===== config.mk =====
export PLATFORM = sky130hd
export DESIGN_NAME = clock_time_controller
export DESIGN_NICKNAME = d
export VERILOG_FILES = /design/src/rtl/clock_time_controller.sv
export SDC_FILE = /design/constraint.sdc
export NUM_CORES = 1
export LEC_CHECK = 0
export CAP_MARGIN = 40
export CELL_PAD_IN_SITES_DETAIL_PLACEMENT = 0
export CELL_PAD_IN_SITES_GLOBAL_PLACEMENT = 1
export CORE_MARGIN = 4
export CORE_UTILIZATION = 40
export CTS_CLUSTER_SIZE = 28
export DETAILED_ROUTE_END_ITERATION = 8
export PLACE_DENSITY = 0.82
export SYNTH_ARGS = -nofsm -noshare
export SYNTH_HDL_FRONTEND = slang
export SYNTH_SLANG_ARGS = --single-unit
export TNS_END_PERCENT = 30

===== constraint.sdc =====
create_clock -name clk -period 2.45 [get_ports clk]
set_input_delay 0.735 -clock clk [delete_from_list [all_inputs] [get_ports clk]]
set_output_delay 0.735 -clock clk [all_outputs]
set_load 0.01 [all_outputs]

===== src/rtl/clock_time_controller.sv =====
// Timekeeping sequencer for the digital clock.
// Advances a BCD hh:mm:ss time-of-day on a 1 Hz tick enable and runs the
// RUN / SET_HR / SET_MIN mode machine driven by two push-buttons.
module clock_time_controller #(
    parameter int RESET_HOUR  = 0,
    parameter int RESET_MIN   = 0,
    parameter int SYNC_STAGES = 2
) (
    input  logic       clk,
    input  logic       reset,
    input  logic       tick,
    input  logic       btn_mode,
    input  logic       btn_inc,
    output logic [1:0] hr_tens,
    output logic [3:0] hr_ones,
    output logic [2:0] min_tens,
    output logic [3:0] min_ones,
    output logic [2:0] sec_tens,
    output logic [3:0] sec_ones,
    output logic [1:0] mode,
    output logic       blink,
    output logic       day_wrap
);

    typedef enum logic [1:0] {
        RUN     = 2'b00,
        SET_HR  = 2'b01,
        SET_MIN = 2'b10,
        BAD     = 2'b11
    } mode_t;

    // Reset time split into BCD digits at elaboration time
    localparam logic [1:0] RST_HR_T  = 2'(RESET_HOUR / 10);
    localparam logic [3:0] RST_HR_O  = 4'(RESET_HOUR % 10);
    localparam logic [2:0] RST_MIN_T = 3'(RESET_MIN / 10);
    localparam logic [3:0] RST_MIN_O = 4'(RESET_MIN % 10);

    mode_t                  state;
    logic [SYNC_STAGES-1:0] mode_sync;
    logic [SYNC_STAGES-1:0] inc_sync;
    logic                   mode_prev;
    logic                   inc_prev;
    logic                   mode_p;
    logic                   inc_p;

    // BCD hour increment, 23 wraps to 00
    function automatic logic [5:0] hour_inc(input logic [1:0] t, input logic [3:0] o);
        if (t == 2'd2 && o == 4'd3)
            return 6'd0;
        else if (o == 4'd9)
            return {t + 2'd1, 4'd0};
        else
            return {t, o + 4'd1};
    endfunction

    // BCD minute increment, 59 wraps to 00 (caller decides on hour carry)
    function automatic logic [6:0] min_inc(input logic [2:0] t, input logic [3:0] o);
        if (o == 4'd9) begin
            if (t == 3'd5)
                return 7'd0;
            else
                return {t + 3'd1, 4'd0};
        end else begin
            return {t, o + 4'd1};
        end
    endfunction

    // Button synchronizers plus the previous-value flops for edge detection
    always_ff @(posedge clk or posedge reset) begin
        if (reset) begin
            mode_sync <= '0;
            inc_sync  <= '0;
            mode_prev <= 1'b0;
            inc_prev  <= 1'b0;
        end else begin
            mode_sync <= {mode_sync[SYNC_STAGES-2:0], btn_mode};
            inc_sync  <= {inc_sync[SYNC_STAGES-2:0], btn_inc};
            mode_prev <= mode_sync[SYNC_STAGES-1];
            inc_prev  <= inc_sync[SYNC_STAGES-1];
        end
    end

    // One-cycle pulses on the synchronized rising edges; a held button gives one pulse
    always_comb begin
        mode_p = mode_sync[SYNC_STAGES-1] & ~mode_prev;
        inc_p  = inc_sync[SYNC_STAGES-1] & ~inc_prev;
    end

    assign mode = state;

    // Mode machine and time registers; mode_p has priority over tick and inc_p
    always_ff @(posedge clk or posedge reset) begin
        if (reset) begin
            state    <= RUN;
            hr_tens  <= RST_HR_T;
            hr_ones  <= RST_HR_O;
            min_tens <= RST_MIN_T;
            min_ones <= RST_MIN_O;
            sec_tens <= 3'd0;
            sec_ones <= 4'd0;
            blink    <= 1'b0;
            day_wrap <= 1'b0;
        end else begin
            day_wrap <= 1'b0;
            case (state)
                RUN: begin
                    blink <= 1'b0;
                    if (mode_p) begin
                        state    <= SET_HR;
                        sec_tens <= 3'd0;
                        sec_ones <= 4'd0;
                        blink    <= 1'b1;
                    end else if (tick) begin
                        // Full carry chain resolves within this one edge
                        if (sec_ones != 4'd9) begin
                            sec_ones <= sec_ones + 4'd1;
                        end else begin
                            sec_ones <= 4'd0;
                            if (sec_tens != 3'd5) begin
                                sec_tens <= sec_tens + 3'd1;
                            end else begin
                                sec_tens <= 3'd0;
                                {min_tens, min_ones} <= min_inc(min_tens, min_ones);
                                if (min_tens == 3'd5 && min_ones == 4'd9) begin
                                    {hr_tens, hr_ones} <= hour_inc(hr_tens, hr_ones);
                                    if (hr_tens == 2'd2 && hr_ones == 4'd3)
                                        day_wrap <= 1'b1;
                                end
                            end
                        end
                    end
                end
                SET_HR: begin
                    if (mode_p) begin
                        state <= SET_MIN;
                        blink <= 1'b1;
                    end else begin
                        if (tick)
                            blink <= ~blink;
                        if (inc_p)
                            {hr_tens, hr_ones} <= hour_inc(hr_tens, hr_ones);
                    end
                end
                SET_MIN: begin
                    if (mode_p) begin
                        state <= RUN;
                        blink <= 1'b0;
                    end else begin
                        if (tick)
                            blink <= ~blink;
                        if (inc_p)
                            {min_tens, min_ones} <= min_inc(min_tens, min_ones);
                    end
                end
                default: begin
                    state <= RUN;
                    blink <= 1'b0;
                end
            endcase
        end
    end

endmodule


==> metrics.txt <==
outcome=finished clean; setup slack of the critical path after layout=234 ps; leakage power figure=0.880 nW; number of buffers and inverters on the critical path=1; peak fanout along the critical path=11; area fraction of the dominant cell type after synthesis=0.485; fin crit share=0.905; number of nets in the layout=190; number of design-rule violations left by the first detailed-router iteration=134; H-tree lvl count=2; endpoint arrival time on the critical path=1480 ps; full die area=4930 µm²; setup_tns=0 ps; worst-case vdd ir drop=0.421 mV; depth of the worst register-to-register path=6; clock slew at reported path FFs=70 ps; number of max-cap violations=0; CTS sink count=30; synthesis-to-layout area growth=29.9%; via count of the routed design=1,216; number of cells traversed by the worst hold path=0; final RePlAce weighted congestion=0.847; DR pass1 iterations=4; power per cell area=999 nW/µm²; maximum clock skew at final layout=5.30 ps; Max-Slew Margin vs Limit=0.654; cell accounting for the most synthesized area=dfrtp_1; Gate Count Post-Synth=144; setup repair after global routing missed its margin=no; leading post-synthesis cells by cell area=dfrtp_1 (49%), o21ai_0 (4.2%), ha_1 (4.0%); CP cell instances=clkdlybuf4s50_1; worst endpoint required time=1710 ps; Cell Area, Synth=1550 µm²; stage delay of the slowest cell on the critical path=620 ps; die extent in x=70.2 µm; number of distinct library cells after synthesis=42; Largest delay share family, worst path=buffers and inverters; global-route wire length before repair=5800 µm; CP Launch Point=mode[0]; number of clock buffers inserted by TritonCTS=5; transition time at the pin with the least slew margin=516 ps; highest clock rate=451 MHz; Setup Viol. Count Final=0; Global Route Usage Sum=0.148; destination of the worst register-to-register timing path=min_tens[1]; Final Max Slew Viols=0; CTS root buf=clkbuf_8; Routed Wire Length=3230 µm; row count=22; count of state elements after synthesis=30; TritonCTS clock tree=done; Post-CTS Resized=0; Worst setup SP type=flip-flop; hold violation total from the final report=0; type of the worst min-delay path=flip-flop to flip-flop; layout cell share with drive strength beyond 1=0.127; syn nets=154; Die H=70.2 µm; number of input and output port buffers inserted=28; number of antenna repair diodes=0; worst setup slack for register-to-register paths=520 ps; Hold Crit Start=inc_sync[0]; worst skew pair latency=280 ps; number of global-route vias before repair=1,243; global-route congestion overflow total=0; launch instance of the worst register-to-register path=sec_ones[1]; category of the worst setup path capture point=output port; number of hold buffers added after cts=0; maximum number of pins on one net before global-route repair=31; DRC violations left=0; WHS Endpoint=inc_sync[1]; Wirelength per Cell=14.1 µm; largest buffer count on any clock path=2; startpoint-to-endpoint class of the critical path=flip-flop to output port; vias per inst=5.31; count of antenna-violating nets left after detailed routing=0; sequential fraction of the synthesis area=0.485; cell at the slowest stage of the critical path=clkdlybuf4s50_1; synthesized area per cell=10.7 µm²; core area=3690 µm²; number of primary I/O pins=29; antenna violations before repair=0; post-CTS setup buffers=0; minimum clock period after layout=2220 ps; pre-CTS setup slack=81.0 ps; post-DP HPWL=2400 µm; Initial Utilization=0.420; Final Hold Slack=349 ps; Warnings, synthesis=0; Fillers=337
through the flow:
stage / instances / area, µm² / utilization / total power, W
detailed placement: 221 / 1900 / 0.514 / 0.00152
finish: 229 / 2010 / 0.545 / 0.00201
global placement: 221 / 1900 / 0.514 / 0.00151
global route: 229 / 2010 / 0.545 / 0.00216
CTS: 229 / 2010 / 0.545 / 0.00203
floorplan: 144 / 1550 / - / 0.00119
report_power, final:
group          internal [W]  switching [W]
combinational      0.000387       0.000357
clock              0.000302       0.000192
sequential         0.000610       0.000162
cell usage after synthesis:
cell type,count
nand3_1,6
nand2_1,8
nor2b_2,1
o41ai_1,1
nand4_1,5
nor3_2,1
xnor2_1,4
buf_4,1
xor2_1,1
mux2_1,4
nand3_2,1
a41o_2,1
nor3_1,2
a22o_1,1
a31o_2,1
ha_1,5
nand4b_4,1
nor2_1,12
and3b_1,2
and2_1,1
o32ai_1,1
and4b_2,1
nor4_1,1
o21ai_0,13
a21oi_1,2
a41oi_1,2
a41o_1,1
buf_2,2
o2bb2ai_1,1
a211oi_2,1
nand2b_1,3
o31ai_1,5
nand3b_1,4
and3_1,3
o41ai_4,1
dfrtp_1,30
buf_6,1
nor3b_2,1
nor2b_1,2
a211o_1,1
and4b_1,1
inv_1,8
worst max-delay path by stage:
stage                        endpoint  slack (ps)  depth (start not counted)
after floorplan           min_ones[1]         700                          6
after global placement     hr_ones[2]         130                          5
after detailed placement   hr_ones[2]          80                          5
after CTS                     mode[0]         220                          1
after global routing          mode[0]         170                          1
final                         mode[0]         230                          1
registers in the layout (all words and copies together), names as in the netlist:
signal,flops
min_tens,3
blink,1
hr_ones,4
mode_prev,1
sec_tens,3
sec_ones,4
inc_prev,1
hr_tens,2
min_ones,4
inc_sync,2
day_wrap,1
mode,2
mode_sync,2
per-layer routing:
metal  wire [µm]  vias up  GRT usage
met5           0        -          0
met4          44        0     0.0574
met3         118        4     0.0475
met2        1610       25      0.242
met1        1460      591      0.180
li1            -      596          -
logic make-up after synthesis:
logic type | share of synthesized area
XOR/XNOR | 0.0283
AND/OR/NAND/NOR | 0.222
adder cells (fa/ha/maj) | 0.0404
AO/OA/AOI/OAI | 0.158
buffers and inverters | 0.0380
flip-flops | 0.485
multiplexers | 0.0291
cell type report:
type / instances / area [µm²] / share of cell area
well taps: 48 / 60.1 / 0.0299
flip-flops and latches: 30 / 751 / 0.373
multi-input cells: 102 / 738 / 0.367
clock buffers: 5 / 68.8 / 0.0342
repair buffers: 33 / 318 / 0.158
inverters: 8 / 30.0 / 0.0149
clock inverters: 3 / 45.0 / 0.0224
layout by cell type (no fill, tap or decap), types with 4 or more instances in the layout:
cell type	instances
ha_1	5
inv_1	8
nand3b_1	4
dfrtp_1	30
o31ai_1	5
xnor2_1	4
clkbuf_8	5
nand4_1	5
mux2_1	4
nand2_1	8
nand3_1	6
o21ai_0	13
buf_4	5
clkdlybuf4s50_1	28
nor2_1	12
(Power assumes the default switching activity.)
